$ cat src/rtl/bsg_add_serial_chunked_pkg.sv
// bsg_add_serial_chunked_pkg: shared state encoding for the chunked serial adder.
package bsg_add_serial_chunked_pkg;
  typedef enum logic [1:0] {
    eIdle = 2'b00,
    eBusy = 2'b01,
    eDone = 2'b10
  } state_e;
endpackage

$ cat src/rtl/bsg_add_serial_chunk_slice.sv
// bsg_add_serial_chunk_slice: combinational width_p-bit adder slice built from p/g terms and a
// Kogge-Stone prefix; the carry-in is folded into bit 0 so every prefix group reaches down to it.
module bsg_add_serial_chunk_slice #(
  parameter int width_p = 16
) (
  input  logic [width_p-1:0] a_i,
  input  logic [width_p-1:0] b_i,
  input  logic               c_i,
  output logic [width_p-1:0] s_o,
  output logic               c_o,
  output logic               c_msb_o
);
  function automatic logic [width_p:0] prefix_carries(
    input logic [width_p-1:0] g,
    input logic [width_p-1:0] p,
    input logic               c
  );
    logic [width_p-1:0] gg, pp, gn, pn;
    gg    = g;
    gg[0] = g[0] | (p[0] & c);
    pp    = p;
    for (int d = 1; d < width_p; d = d * 2) begin
      gn = gg;
      pn = pp;
      for (int i = d; i < width_p; i++) begin
        gn[i] = gg[i] | (pp[i] & gg[i-d]);
        // grey cells (lower group already reaches bit 0) need no propagate
        if (i >= 2 * d) pn[i] = pp[i] & pp[i-d];
      end
      gg = gn;
      pp = pn;
    end
    return {gg, c};
  endfunction

  logic [width_p-1:0] w_p, w_g;
  logic [width_p:0]   w_c;

  assign w_p     = a_i ^ b_i;
  assign w_g     = a_i & b_i;
  assign w_c     = prefix_carries(w_g, w_p, c_i);
  assign s_o     = w_p ^ w_c[width_p-1:0];
  assign c_o     = w_c[width_p];
  assign c_msb_o = w_c[width_p-1];
endmodule

$ cat src/rtl/bsg_add_serial_chunked.sv
// bsg_add_serial_chunked: multi-cycle add/sub resolving chunk_p bits per cycle with a registered carry.
// Define BSG_ADD_SERIAL_CHUNKED_OVERFLOW_EN to add the signed-overflow output ov_o.
module bsg_add_serial_chunked
  import bsg_add_serial_chunked_pkg::*;
#(
  parameter int width_p = 64,
  parameter int chunk_p = 16
) (
  input  logic               clk_i,
  input  logic               reset_n_i,
  input  logic               v_i,
  output logic               ready_o,
  input  logic [width_p-1:0] a_i,
  input  logic [width_p-1:0] b_i,
  input  logic               sub_i,
  output logic               v_o,
  output logic [width_p-1:0] sum_o,
  output logic               c_o,
`ifdef BSG_ADD_SERIAL_CHUNKED_OVERFLOW_EN
  output logic               ov_o,
`endif
  input  logic               yumi_i
);
  localparam int chunks_lp = width_p / chunk_p;
  localparam int cnt_w_lp  = (chunks_lp > 1) ? $clog2(chunks_lp) : 1;

  if (chunk_p < 1 || (width_p % chunk_p) != 0) begin : g_bad_params
    $error("bsg_add_serial_chunked: width_p must be a positive multiple of chunk_p");
  end

  state_e              r_state, w_state_nxt;
  logic [width_p-1:0]  r_a, r_b, r_sum;
  logic                r_c;
  logic [cnt_w_lp-1:0] r_cnt;
  logic [chunk_p-1:0]  w_s;
  logic                w_cout, w_last, w_acc;

  assign ready_o = (r_state == eIdle);
  assign v_o     = (r_state == eDone);
  assign sum_o   = r_sum;
  assign c_o     = r_c;
  assign w_acc   = v_i & ready_o;
  assign w_last  = (r_cnt == cnt_w_lp'(chunks_lp - 1));

`ifdef BSG_ADD_SERIAL_CHUNKED_OVERFLOW_EN
  logic r_ov, w_cmsb;
  assign ov_o = r_ov;
`endif

  bsg_add_serial_chunk_slice #(.width_p(chunk_p)) u_slice (
    .a_i     (r_a[chunk_p-1:0]),
    .b_i     (r_b[chunk_p-1:0]),
    .c_i     (r_c),
    .s_o     (w_s),
    .c_o     (w_cout),
`ifdef BSG_ADD_SERIAL_CHUNKED_OVERFLOW_EN
    .c_msb_o (w_cmsb)
`else
    .c_msb_o ()
`endif
  );

  always_ff @(posedge clk_i or negedge reset_n_i) begin
    if (!reset_n_i) r_state <= eIdle;
    else            r_state <= w_state_nxt;
  end

  always_comb begin
    w_state_nxt = r_state;
    w_state_nxt = (r_state == eIdle && w_acc)  ? eBusy :
                  (r_state == eBusy && w_last) ? eDone :
                  (r_state == eDone && yumi_i) ? eIdle : r_state;
  end

  always_ff @(posedge clk_i or negedge reset_n_i) begin
    if (!reset_n_i) begin
      r_a   <= '0;
      r_b   <= '0;
      r_sum <= '0;
      r_c   <= 1'b0;
      r_cnt <= '0;
    end else if (w_acc) begin
      r_a   <= a_i;
      r_b   <= sub_i ? ~b_i : b_i;
      r_c   <= sub_i;
      r_cnt <= '0;
    end else if (r_state == eBusy) begin
      r_a   <= r_a >> chunk_p;
      r_b   <= r_b >> chunk_p;
      // slice results enter at the MSB so after chunks_lp steps the word is in place
      r_sum <= width_p'({w_s, r_sum} >> chunk_p);
      r_c   <= w_cout;
      r_cnt <= r_cnt + 1'b1;
    end
  end

`ifdef BSG_ADD_SERIAL_CHUNKED_OVERFLOW_EN
  // updated every busy cycle; the value left after the last slice is the MSB overflow
  always_ff @(posedge clk_i or negedge reset_n_i) begin
    if (!reset_n_i)               r_ov <= 1'b0;
    else if (r_state == eBusy)    r_ov <= w_cmsb ^ w_cout;
  end
`endif
endmodule

$ cat config.mk
export PLATFORM = sky130hd
export DESIGN_NAME = bsg_add_serial_chunked
export DESIGN_NICKNAME = d
export VERILOG_FILES = /design/src/rtl/bsg_add_serial_chunked_pkg.sv /design/src/rtl/bsg_add_serial_chunk_slice.sv /design/src/rtl/bsg_add_serial_chunked.sv
export SDC_FILE = /design/constraint.sdc
export NUM_CORES = 1
export LEC_CHECK = 0
export ABC_AREA = 1
export BUFFER_PORTS_ARGS = -buffer_cell sky130_fd_sc_hd__buf_4
export CORE_ASPECT_RATIO = 0.9
export CORE_UTILIZATION = 30
export DETAILED_ROUTE_END_ITERATION = 8
export GPL_TIMING_DRIVEN = 0
export PLACE_DENSITY = 0.52
export SLEW_MARGIN = 0
export SYNTH_ARGS = -nofsm -noshare
export SYNTH_HDL_FRONTEND = slang
export SYNTH_SLANG_ARGS = --single-unit
export TNS_END_PERCENT = 30
$ cat constraint.sdc
create_clock -name clk_i -period 2.1 [get_ports clk_i]
set_input_delay 0 -clock clk_i [delete_from_list [all_inputs] [get_ports clk_i]]
set_output_delay 0 -clock clk_i [all_outputs]
set_load 0.01 [all_outputs]
-- Yosys cells after proc, flatten, opt, wreduce, memory -nomap -nowiden
Index checks and enable logic that the tools add are counted.
- muxes and demuxes: 12
- reductions and logical operators: 7
- bitwise gates (word level): 140
- eq/ne operators: 3
- add/sub/neg operators: 1
- operator list (kind ; number):
    64-bit two-way mux ; 5
    1-bit bitwise AND ; 85
    64-bit NOT ; 1
    1-bit OR ; 50
    16-bit bitwise XOR ; 2
    16-bit bitwise AND ; 1
    2-bit two-way mux ; 5
    2-bit == test (second input constant) ; 2
    1-bit logical AND ; 3
    3-bit nonzero test ; 1
    2-bit by 1-bit adder with 2-bit output (second input constant) ; 1
    2-bit by 1-bit == test with 1-bit output (second input constant) ; 1
    2-bit logical NOT ; 1
    1-bit two-way mux ; 2
    2-bit AND reduction ; 1
    2-bit nonzero test ; 1
    1-bit NOT ; 1
- logic and storage cells: 169
- output and inout port bits: 67
- register bits: 197
- bits of input ports: 133

-- Logic depth before layout (Yosys ltp)
Gate-level depths: netlist of the first run.
- depth in word-level cells: 13
- depth in mapped cells: 12
- gate-level depth less buffers: 12

-- Modules after synthesis
A second synthesis of the first run with hierarchy kept.
- cell total of the unflattened synthesis: 1364
- area total of the unflattened synthesis: 10113.4 sq um
- modules (own cells, without submodules) (module ; cells each ; area an instance (sq um) ; sequential area each (sq um) ; times used):
    bsg_add_serial_chunked ; 1175 ; 9105.0 ; 4929.7 ; 1
    bsg_add_serial_chunk_slice ; 189 ; 1008.5 ; 0.0 ; 1

-- Worst setup path after synthesis of the first run
OpenSTA, ideal clock, no wires.
- kind: register -> register
- from: register r_c (netlist: c_o)
- to: register r_sum[56] (netlist: sum_o[56])
- clock period less this slack: 1850 ps
- setup time: 117 ps
- data required time: 1983 ps
- cell stages (with the launch flop): 11
- arrival: 1733 ps
- slack: 250 ps
- buffers on the path: 0
- cells stage by stage: dfrtp_1 -> fa_1 -> inv_1 -> fa_1 -> inv_1 -> nand3_1 -> nand3_1 -> a21oi_1 -> or2_2 -> nand3_1 -> nand2_1
- word-level cells in the longest chain between the ends: 9
- ends and longest elaborated chain (what ; line ; source):
    from (decl) ; bsg_add_serial_chunked.sv:33 ; logic r_c;
    from (signal assigned) ; bsg_add_serial_chunked.sv:85 ; r_c <= sub_i;
    from (signal assigned) ; bsg_add_serial_chunked.sv:92 ; r_c <= w_cout;
    1-bit bitwise AND ; bsg_add_serial_chunk_slice.sv:20 ; gg[0] = g[0] | (p[0] & c);
    1-bit OR ; bsg_add_serial_chunk_slice.sv:20 ;
    1-bit bitwise AND ; bsg_add_serial_chunk_slice.sv:26 ; gn[i] = gg[i] | (pp[i] & gg[i-d]);
    1-bit OR ; bsg_add_serial_chunk_slice.sv:26 ;
    1-bit bitwise AND ; bsg_add_serial_chunk_slice.sv:26 ;
    1-bit OR ; bsg_add_serial_chunk_slice.sv:26 ;
    1-bit bitwise AND ; bsg_add_serial_chunk_slice.sv:26 ;
    1-bit OR ; bsg_add_serial_chunk_slice.sv:26 ;
    16-bit bitwise XOR ; bsg_add_serial_chunk_slice.sv:42 ; assign s_o = w_p ^ w_c[width_p-1:0];
    to (signal assigned) ; bsg_add_serial_chunked.sv:91 ; r_sum <= width_p'({w_s, r_sum} >> chunk_p);
    to (decl) ; bsg_add_serial_chunked.sv:32 ; logic [width_p-1:0] r_a, r_b, r_sum;
No other way between the ends.
A chain may end at the register's enable or synchronous reset.

-- Worst setup path after layout of the first run
- from: register r_a[0]
- to: register r_sum[56] (netlist: sum_o[56])
- word-level cells in the longest chain between the ends: 10
- elaborated cells between the ends (all ways): 11
- classes of those cells: 11 x bitwise
- ends and longest elaborated chain (what ; line ; source):
    from (decl) ; bsg_add_serial_chunked.sv:32 ;
    from (signal assigned) ; bsg_add_serial_chunked.sv:83 ; r_a <= a_i;
    from (signal assigned) ; bsg_add_serial_chunked.sv:88 ; r_a <= r_a >> chunk_p;
    16-bit bitwise XOR ; bsg_add_serial_chunk_slice.sv:39 ; assign w_p = a_i ^ b_i;
    1-bit bitwise AND ; bsg_add_serial_chunk_slice.sv:20 ;
    1-bit OR (*) ; bsg_add_serial_chunk_slice.sv:20 ;
    1-bit bitwise AND (*) ; bsg_add_serial_chunk_slice.sv:26 ;
    1-bit OR (*) ; bsg_add_serial_chunk_slice.sv:26 ;
    1-bit bitwise AND (*) ; bsg_add_serial_chunk_slice.sv:26 ;
    1-bit OR (*) ; bsg_add_serial_chunk_slice.sv:26 ;
    1-bit bitwise AND (*) ; bsg_add_serial_chunk_slice.sv:26 ;
    1-bit OR (*) ; bsg_add_serial_chunk_slice.sv:26 ;
    16-bit bitwise XOR (*) ; bsg_add_serial_chunk_slice.sv:42 ;
Mark *: on every way between the ends. The rest lies on a longest branch, timed or not.

==> results of run 1 <==
-- final timing paths --
kind	slack, ns	cells past startpoint	endpoint	from
min in group asynchronous	0.14	2	r_a[57]	reset_n_i
worst max-delay path	0.13	10	sum_o[56]	r_a[0]
worst min-delay path	-0.004	4	r_b[31]	b_i[31]
max in group asynchronous	0.96	3	r_b[18]	reset_n_i
worst min register to register	0.48	2	sum_o[13]	sum_o[13]
worst max register to register	0.13	10	sum_o[56]	r_a[0]
-- kinds of logic after synthesis --
| family | count (synthesis) | synth area share |
|---|---|---|
| AOI/OAI and AO/OA | 202 | 0.1513 |
| DFF | 197 | 0.5110 |
| and+or+nand+nor | 411 | 0.1752 |
| xor gates and xnor gates | 50 | 0.04539 |
| buffers and inverters | 216 | 0.09221 |
| adders and majority gates | 18 | 0.02490 |
-- through the flow --
stage	power, uW	utilization
global placement	4318	0.3722
floorplan	3986	-
global route	8069	0.4337
CTS	7862	0.4331
finish	7788	0.4337
detailed placement	4325	0.3733
-- cell type report --
cell class | count | area, um^2 | area share
multi-input cells | 681 | 3841 | 0.2830
clock inverters | 14 | 161.4 | 0.01189
well taps | 409 | 511.7 | 0.03770
flip-flops and latches | 197 | 4930 | 0.3632
inverters | 149 | 559.3 | 0.04121
repair buffers | 328 | 2810 | 0.2070
plain buffers | 67 | 330.3 | 0.02434
clock buffers | 18 | 429.2 | 0.03162
-- sequential cells by signal (all words and copies together) (netlist names) --
register and cells:
r_cnt 2, r_b 64, sum_o 64, r_state 2, r_a 64, c_o 1
-- per-layer routing --
metal  up-vias  part of all wire  track usage
li1       4278                 -            -
met1      4143              0.50       0.2737
met2       168              0.46       0.3114
met3        14             0.032      0.02517
met4         0            0.0068      0.03757
met5         -                 0            0
-- power groups by stage --
stage	clock network, uW	registers [uW]	logic [uW]
floorplan	0	3870	119
global placement	0	3870	452
detailed placement	0	3870	460
CTS	3420	3790	650
global route	3580	3790	703
finish	3350	3790	647
-- cells in the final DEF, fill, tap and decap left out, types with 2 or more instances in the layout --
master / count
ha_1: 16
buf_1: 3
inv_2: 4
inv_8: 3
o31ai_1: 16
clkinv_4: 3
buf_2: 36
nand2_1: 280
clkinv_8: 2
o21ai_1: 31
dlygate4sd3_1: 128
or2_2: 2
nand3_2: 2
xnor2_1: 33
xor2_1: 17
buf_4: 199
inv_6: 3
nor3_1: 3
nand3b_1: 2
inv_1: 145
nand3_1: 85
o221ai_1: 31
dfrtp_1: 197
o211ai_1: 32
clkbuf_16: 17
a21oi_1: 9
a22oi_1: 16
buf_6: 4
o221ai_2: 17
or2_0: 2
clkbuf_1: 24
nor2_1: 30
o21ai_0: 49
-- worst reg2reg max path, cell delays in order (launching register included) --
cell	delay (ns)
dfrtp_1	0.44
fa_2	0.24
inv_1	0.05
fa_1	0.37
inv_2	0.08
nand3_1	0.08
nand3_2	0.11
a21oi_1	0.10
or2_2	0.28
nand3_1	0.07
nand2_1	0.05
-- what timing repair did --
item                       CTS  global route
setup endpoints to repair    0             3
hold buffers               128             0
resized for setup            0             4
hold endpoints to repair   211             0
buffers inserted             0             1
==> results.yml, run 1 <==
synthesis:
  synth_commonest_cells: "280 x nand2_1, 197 x dfrtp_1, 146 x inv_1"
  synth_edf_count: 0
  synth_cell_types: 33
  yosysWarningCount: 0
  synth-async-reset-ratio: 1.000
  syn_area_um2: 9648
  yosys.area.top_type: "dfrtp_1"
  yosysMostFrequentCell: "nand2_1"
  synth-main-ff-cell: "dfrtp_1"
  yosys-top-cells-area: "dfrtp_1 51%, nand2_1 11%, inv_1 5.7%"
  ys_seq_elements: 197
  synthCells: 1094
  yosysSeqAreaShare: 0.5110
  avgSynthCellArea_um2: 8.819
  synth_top_area_frac: 0.5110
  syn_nets: 1245
power_and_ir_drop:
  p_comb_frac: 0.083
  clkPwrFrac: 0.430
  seq_power_share: 0.487
  cellInternalPower_uw: 5869
  powerDensity_nw_per_um2: 573.8
  p_sw_frac: 0.2465
  vdd_drop_max_mv: 0.5395
  leakage_uw: 0.006452
  p_switching_uw: 1920
global_routing:
  grt_overflow: 0
  grt_usage: 0.1921
  grt_pass1_wl_um: 48050
  grt_max_degree: 114
  antenna_found_initial: 0
  first_global_vias: 8694
die:
  die_area_um2: 32880
  num_rows: 61
  pin_count: 200
  core_area_um2: 31290
  initial_utilization: 0.3083
  die_w_um: 191.0
  die_y_um: 172.1
route:
  via_per_inst: 4.618
  drt-initial-drc-count: 515
  first_pass_iters: 5
  wl_per_cell_um: 16.44
  num_vias: 8603
  drt_wl_total_um: 30630
  route.antenna.remaining_nets: 0
  drc_errors: 0
run_status:
  violations: "hold timing"
  status: "finished with violations"
sta:
  hold_viol: 1
  drv_slew: 0
  clock_skew_ns: 0.01264
  rsz0062_at_grt: "no"
  worst_pin_slew_ns: 0.6850
  fmax_ghz: 0.5080
  timing.final.crit_share: 0.9373
  period_minus_slack_ns: 1.968
  worst_slack_ns: 0.1316
  setup_viol: 0
  hold_slack_ns: -0.004477
  max-slew-margin-rel: 0.5433
  setup_tns_ns: 0
finish:
  fin_nets: 1592
  instances_no_fill: 1863
  fin_area_um2: 13570
  antenna_cells: 0
  area_growth_pct: 40.68
  drive_above_1_share: 0.2070
  fillers: 3174
setup_path:
  crit_buf_inv: 2
  endpoint_kind: "register"
  crit_chain: "fa_2, inv_1, fa_1, inv_2, nand3_1, nand3_2, a21oi_1, or2_2, nand3_1, nand2_1"
  crit_slowest_cell: "dfrtp_1"
  cp_common_cell: "nand3_1"
  critPathArrivalTime_ns: 2.30
  worstPathMaxFanout: 4
  start_kind: "register"
  critPathMaxStageDelay_ns: 0.44
  path_class: "reg -> reg"
  cpLargestDelayFamily: "adder cells"
  cp.required_ns: 2.43
place:
  post-place-ws_ns: 0.07498
  finalWeightedCongestion: 0.8144
  hpwl_um: 22510
  numPortBuffers: 198
  dpl_cell_area_um2: 11680
  dp.cells: 1702
flow_run:
  cap_violations: 0
clock_tree:
  ctsRootBufferMaster: "clkbuf_16"
  cts_tree: "yes"
  cts_buffer_depth: 2
  numCtsBuffers: 17
  clk_pin_slew_worst_paths_ns: 0.08
  insertion_delay_ns: 0.44
  htree_num_levels: 4
  clock_sinks: 197
hold_path:
  hold_class: "in -> reg"
Power figures use the tool's default switching activity.
==> inputs of run 2 (changes only) <==
--- a/config.mk
+++ b/config.mk
@@ -15,5 +15,6 @@
 export SLEW_MARGIN = 0
 export SYNTH_ARGS = -nofsm -noshare
 export SYNTH_HDL_FRONTEND = slang
+export SYNTH_HIERARCHICAL = 1
 export SYNTH_SLANG_ARGS = --single-unit
 export TNS_END_PERCENT = 30
==> run 2 against run 1 <==
The run now ends clean. Final area up 4.3%. Hold slack gained 0.032 ns. Clock power up 4%. Synthesized cell count increased by 25%. Non-clock buffer count grew 7. Cell count grew 15%. First-iteration DRC count down 6.0%. Sequential share of layout area is 1.5 points lower. Largest cell class unchanged.
==> results.yml, run 2 <==
route:
  wl_per_cell_um: 15.14
  drt-initial-drc-count: 484
  drt_wl_total_um: 32560
  via_per_inst: 4.471
  route.antenna.remaining_nets: 0
  dr_wl_met3_um: 1182
  num_vias: 9618
  wl_met2_um: 15280
  met1_length_um: 15730
  dr.max_layer_used: "met4"
  drc_errors: 0
  first_pass_iters: 5
die:
  die_area_um2: 34450
  initial_utilization: 0.3062
  num_rows: 63
  core_area_um2: 33030
  die_y_um: 176.2
  die_w_um: 195.5
  pin_count: 200
clock_tree:
  numCtsBuffers: 17
  cts_buffer_depth: 2
  htree_num_levels: 4
  clock_sinks: 197
  insertion_delay_ns: 0.43
  cts_tree: "yes"
  clk_pin_slew_worst_paths_ns: 0.07
  ctsRootBufferMaster: "clkbuf_16"
setup_path:
  rr_worst_depth: 12
  crit_chain: "fa_2, inv_2, fa_2, inv_1, nand3_1, nand3_2, nand3_2, nand3_1, nand2_1, nand2_1, nand2_2, nand3_1"
  cp_common_cell: "nand3_1"
  endpoint_kind: "register"
  worstPathMaxFanout: 3
  path_class: "reg -> reg"
  crit_slowest_cell: "dfrtp_1"
  critPathMaxStageDelay_ns: 0.42
  critPathLaunch: "r_a[0]"
  reg2reg_from: "r_a[0]"
  cp.required_ns: 2.42
  reg2reg_slack_ns: 0.13
  start_kind: "register"
  r2r_end: "c_o"
  critPathArrivalTime_ns: 2.29
synthesis:
  yosys-top-cells-area: "dfrtp_1 49%, nand2_1 26%, inv_1 4.5%"
  synthCells: 1364
  yosysSeqAreaShare: 0.4874
  syn_area_um2: 10110
  syn_nets: 1515
  synth_edf_count: 0
  synth_top_area_frac: 0.4874
  yosys.area.top_type: "dfrtp_1"
  synth_cell_types: 31
  yosysMostFrequentCell: "nand2_1"
  avgSynthCellArea_um2: 7.415
  synth-async-reset-ratio: 1.000
  ys_seq_elements: 197
  synth-main-ff-cell: "dfrtp_1"
  yosysWarningCount: 6
  synth_commonest_cells: "699 x nand2_1, 197 x dfrtp_1, 122 x inv_1"
hold_path:
  hold_class: "in -> async"
global_routing:
  grt_max_degree: 97
  grt_usage: 0.1935
  grt_overflow: 0
  grt_pass1_wl_um: 51470
  antenna_found_initial: 1
  first_global_vias: 9566
place:
  numPortBuffers: 198
  dpl_cell_area_um2: 12190
  finalWeightedCongestion: 0.8750
  post-place-ws_ns: 0.007349
  hpwl_um: 24450
run_status:
  status: "completed"
sta:
  fmax_ghz: 0.5064
  max-slew-margin-rel: 0.5601
  drv_slew: 0
  setup_tns_ns: 0
  setup_viol: 0
  worst_slack_ns: 0.1251
  rsz0062_at_grt: "no"
  period_minus_slack_ns: 1.975
  clock_skew_ns: 0.009955
  worst_pin_slew_ns: 0.6598
  timing.final.crit_share: 0.9404
  hold_viol: 0
power_and_ir_drop:
  vdd_drop_max_mv: 0.5371
  leakage_uw: 0.007098
  powerDensity_nw_per_um2: 566.8
finish:
  final_cell_mix: "695 x nand2_1, 202 x buf_4, 197 x dfrtp_1"
  final-seq-area_um2: 4930
  multi_input_area_um2: 4358
  final_common_cell: "nand2_1"
  fillers: 3430
  fin_area_um2: 14160
  drive_above_1_share: 0.1851
  antenna_cells: 0
  fin_nets: 1867
  area_growth_pct: 40.01
flow_run:
  cap_violations: 0
run 2: cell count changes in the layout (fill, tap and decap cells not counted), moves of 14 or more:
cell and change:
nand2_1 +415, o211ai_1 -32, o221ai_1 -31, inv_1 -24
nand3b_1 +21, nor2_1 -19, o221ai_2 -17, a22oi_1 -16
o31ai_1 -16, xnor2_1 -14
run 2: timing repair:
item	CTS	global route
buffers inserted	0	1
hold buffers	132	0
endpoints found under the setup margin	1	5
pin swaps	0	1
endpoints found under the hold margin	257	0
gates resized for setup	1	9
run 2: where the power goes:
part / switching (uW) / internal [uW] / leakage [uW] / total (uW)
logic: 309 / 404 / 0.00460 / 712
clock network: 1560 / 1940 / 0.000291 / 3490
registers: 9.92 / 3810 / 0.00221 / 3820
total: 1880 / 6150 / 0.00710 / 8030
run 2: cell type report:
cell class                      count  share of cell area
Buffer                             69             0.02616
Clock buffer                       20             0.03155
Clock inverter                     12             0.01193
Inverter                          128             0.03393
Multi-Input combinational cell    970              0.3078
Sequential cell                   197              0.3481
Tap cell                          422             0.03729
Timing Repair Buffer              333              0.2032
run 2: worst max-delay path by stage:
| stage | depth (start not counted) | slack, ns | endpoint |
|---|---|---|---|
| floorplan | 12 | 0.30 | c_o |
| global placement | 1 | -0.45 | r_b[39] |
| detailed placement | 12 | 0.007 | sum_o[60] |
| CTS | 12 | 0.03 | sum_o[60] |
| global route | 12 | 0.002 | c_o |
| finish | 12 | 0.13 | c_o |
run 2: worst max-delay path, delay by kind of cell (launching register included):
kind | cells | cell delay, ns
flops | 1 | 0.42
simple gates | 8 | 0.69
buf+inv | 2 | 0.13
fa+ha+maj | 2 | 0.61
run 2: cell families (layout without fill, tap and decap cells):
kind of cell	Yosys count	after routing	share of synthesized area
flip-flops	197	197	0.4874
AO/OA/AOI/OAI	90	90	0.04627
AND/OR/NAND/NOR	839	839	0.3385
buffers and inverters	197	562	0.08413
XOR/XNOR	23	23	0.01992
adder cells (fa/ha/maj)	18	18	0.02375
run 2: per-stage QoR:
stage,utilization,hold slack (ns),total power (uW),cells
floorplan,-,-0.2956,4057,1364
global placement,0.3672,0.1971,4396,1984
detailed placement,0.3691,-0.1098,4415,1986
CTS,0.4279,0.01787,8122,2150
global route,0.4287,0.04798,8337,2151
finish,0.4287,0.02733,8025,2151
run 2: layer usage:
metal  up-vias  track usage
li1       4873            -
met1      4541       0.2685
met2       185       0.3185
met3        19      0.02923
met4         0      0.04265
met5         -            0
==> inputs of run 3 (changes only) <==
--- a/config.mk
+++ b/config.mk
@@ -5,7 +5,6 @@
 export SDC_FILE = /design/constraint.sdc
 export NUM_CORES = 1
 export LEC_CHECK = 0
-export ABC_AREA = 1
 export BUFFER_PORTS_ARGS = -buffer_cell sky130_fd_sc_hd__buf_4
 export CORE_ASPECT_RATIO = 0.9
 export CORE_UTILIZATION = 30
==> constraint.sdc (replaced) <==
create_clock -name clk_i -period 2.2 [get_ports clk_i]
set_input_delay 0 -clock clk_i [delete_from_list [all_inputs] [get_ports clk_i]]
set_output_delay 0 -clock clk_i [all_outputs]
set_load 0.1 [all_outputs]
==> run 3 against run 2 <==
The flow now finishes with violations (setup timing). Via count shrank 12%. Hold slack got worse by 0.023 ns. Worst setup slack got worse by 0.24 ns. Final area fell by 5.0%. Fmax shrank 15%. Sequential cell count unchanged. Largest power group is now combinational cells. Core utilization up 0.66 points. Clock power down 6.3%.
==> results.yml, run 3 <==
global_routing:
  grt_max_degree: 116
  grt_usage: 0.1863
  grt_overflow: 0
  grt_pass1_wl_um: 45970
  first_global_vias: 8154
  antenna_found_initial: 0
sta:
  clock_skew_ns: 0.01559
  worst_pin_slew_ns: 0.6982
  setup_tns_ns: -0.3200
  rsz0062_at_grt: "yes"
  max-slew-margin-rel: 0.5296
  period_minus_slack_ns: 2.313
  hold_viol: 0
  timing.final.crit_share: 1.051
  drv_slew: 0
  setup_viol: 5
  fmax_ghz: 0.4324
  worst_slack_ns: -0.1126
route:
  dr_wl_met3_um: 1569
  via_per_inst: 4.721
  drt-initial-drc-count: 586
  drc_errors: 0
  dr.max_layer_used: "met4"
  wl_met2_um: 13440
  met1_length_um: 14190
  first_pass_iters: 5
  route.antenna.remaining_nets: 0
  drt_wl_total_um: 29740
  num_vias: 8437
  wl_per_cell_um: 16.64
die:
  die_y_um: 170.2
  die_area_um2: 32150
  pin_count: 200
  num_rows: 61
  initial_utilization: 0.3051
  core_area_um2: 30910
  die_w_um: 188.9
power_and_ir_drop:
  powerDensity_nw_per_um2: 1423
  vdd_drop_max_mv: 1.214
  leakage_uw: 0.006581
clock_tree:
  insertion_delay_ns: 0.45
  cts_buffer_depth: 2
  htree_num_levels: 4
  numCtsBuffers: 17
  ctsRootBufferMaster: "clkbuf_16"
  clock_sinks: 197
  cts_tree: "yes"
  clk_pin_slew_worst_paths_ns: 0.09
setup_path:
  path_class: "reg -> reg"
  crit_buf_inv: 1
  crit_slowest_cell: "dfrtp_4"
  endpoint_kind: "register"
  critPathMaxStageDelay_ns: 0.43
  start_kind: "register"
  cp.required_ns: 2.59
  critPathArrivalTime_ns: 2.70
  reg2reg_from: "c_o"
  critPathLaunch: "c_o"
  worstPathMaxFanout: 3
  cp_common_cell: "fa_2"
  reg2reg_slack_ns: -0.11
  cpLargestDelayFamily: "compound AO/OA/AOI/OAI gates"
  crit_chain: "fa_2, inv_2, fa_2, nor2b_4, o31ai_4, a211oi_2, nor4_2, o41ai_2, a22oi_1, nand2_1"
finish:
  fillers: 3044
  fin_nets: 1516
  final_cell_mix: "336 x nand2_1, 201 x buf_4, 196 x dfrtp_1"
  final_common_cell: "nand2_1"
  antenna_cells: 0
  drive_above_1_share: 0.2148
  area_growth_pct: 42.68
hold_path:
  min-delay-start: "b_i[16]"
  hold_class: "in -> reg"
place:
  finalWeightedCongestion: 0.8643
  numPortBuffers: 198
  post-place-ws_ns: -0.4291
  hpwl_um: 21300
synthesis:
  avgSynthCellArea_um2: 9.283
  syn_area_um2: 9432
  synthCells: 1016
  syn_nets: 1167
  yosysWarningCount: 6
run_status:
  status: "finished with violations"
  violations: "setup timing"
flow_run:
  cap_violations: 0
-- run 3: worst paths after layout --
path,to,depth (start not counted)
min,r_b[16],4
max in group asynchronous,c_o,3
max reg2reg,c_o,10
max,c_o,10
min reg2reg,sum_o[7],2
min in group asynchronous,sum_o[4],2
-- run 3: per-layer routing --
metal | vias to the layer above | global-route usage
met5 | - | 0
met4 | 0 | 0.05715
met3 | 31 | 0.03114
met2 | 238 | 0.2922
met1 | 4038 | 0.2621
li1 | 4130 | -
-- run 3: worst reg2reg max path: cells and delay by family (launching register included) --
kind	cells	cell delay, ns
buf+inv	1	0.04
simple gates	3	0.31
compound gates	4	0.89
fa+ha+maj	2	0.59
flops	1	0.43
-- run 3: repair_timing --
item	4_1_cts	5_1_grt
hold buffers	127	0
hold endpoints to repair	208	0
buffers inserted	2	2
pin swaps	4	2
gates resized for setup	5	4
endpoints found under the setup margin	6	8
-- run 3: final cells by class --
type | count | area [um^2] | share of cell area
repair buffers | 330 | 2823 | 0.2098
plain buffers | 71 | 386.6 | 0.02873
clock inverters | 14 | 195.2 | 0.01450
inverters | 10 | 37.54 | 0.002789
flip-flops and latches | 197 | 4933 | 0.3666
multi-input cells | 738 | 4140 | 0.3077
well taps | 409 | 511.7 | 0.03803
clock buffers | 18 | 429.2 | 0.03189
-- run 3: through the flow --
stage | power (uW) | cells | cell area (um^2) | utilization | hold WS [ns]
after CTS | 19250 | 1785 | 13430 | 0.4343 | 0.001523
after floorplan | 13020 | 1016 | 9453 | - | -0.2956
after global placement | 15590 | 1623 | 11450 | 0.3705 | 0.1899
after detailed placement | 15720 | 1624 | 11490 | 0.3716 | 0.04923
final | 19150 | 1787 | 13460 | 0.4353 | 0.004218
after global routing | 20270 | 1787 | 13460 | 0.4353 | 0.02757
-- run 3: power by group --
group / switching, uW / internal, uW
Clock: 1690 / 1570
Sequential: 1100 / 5030
Combinational: 6910 / 2840
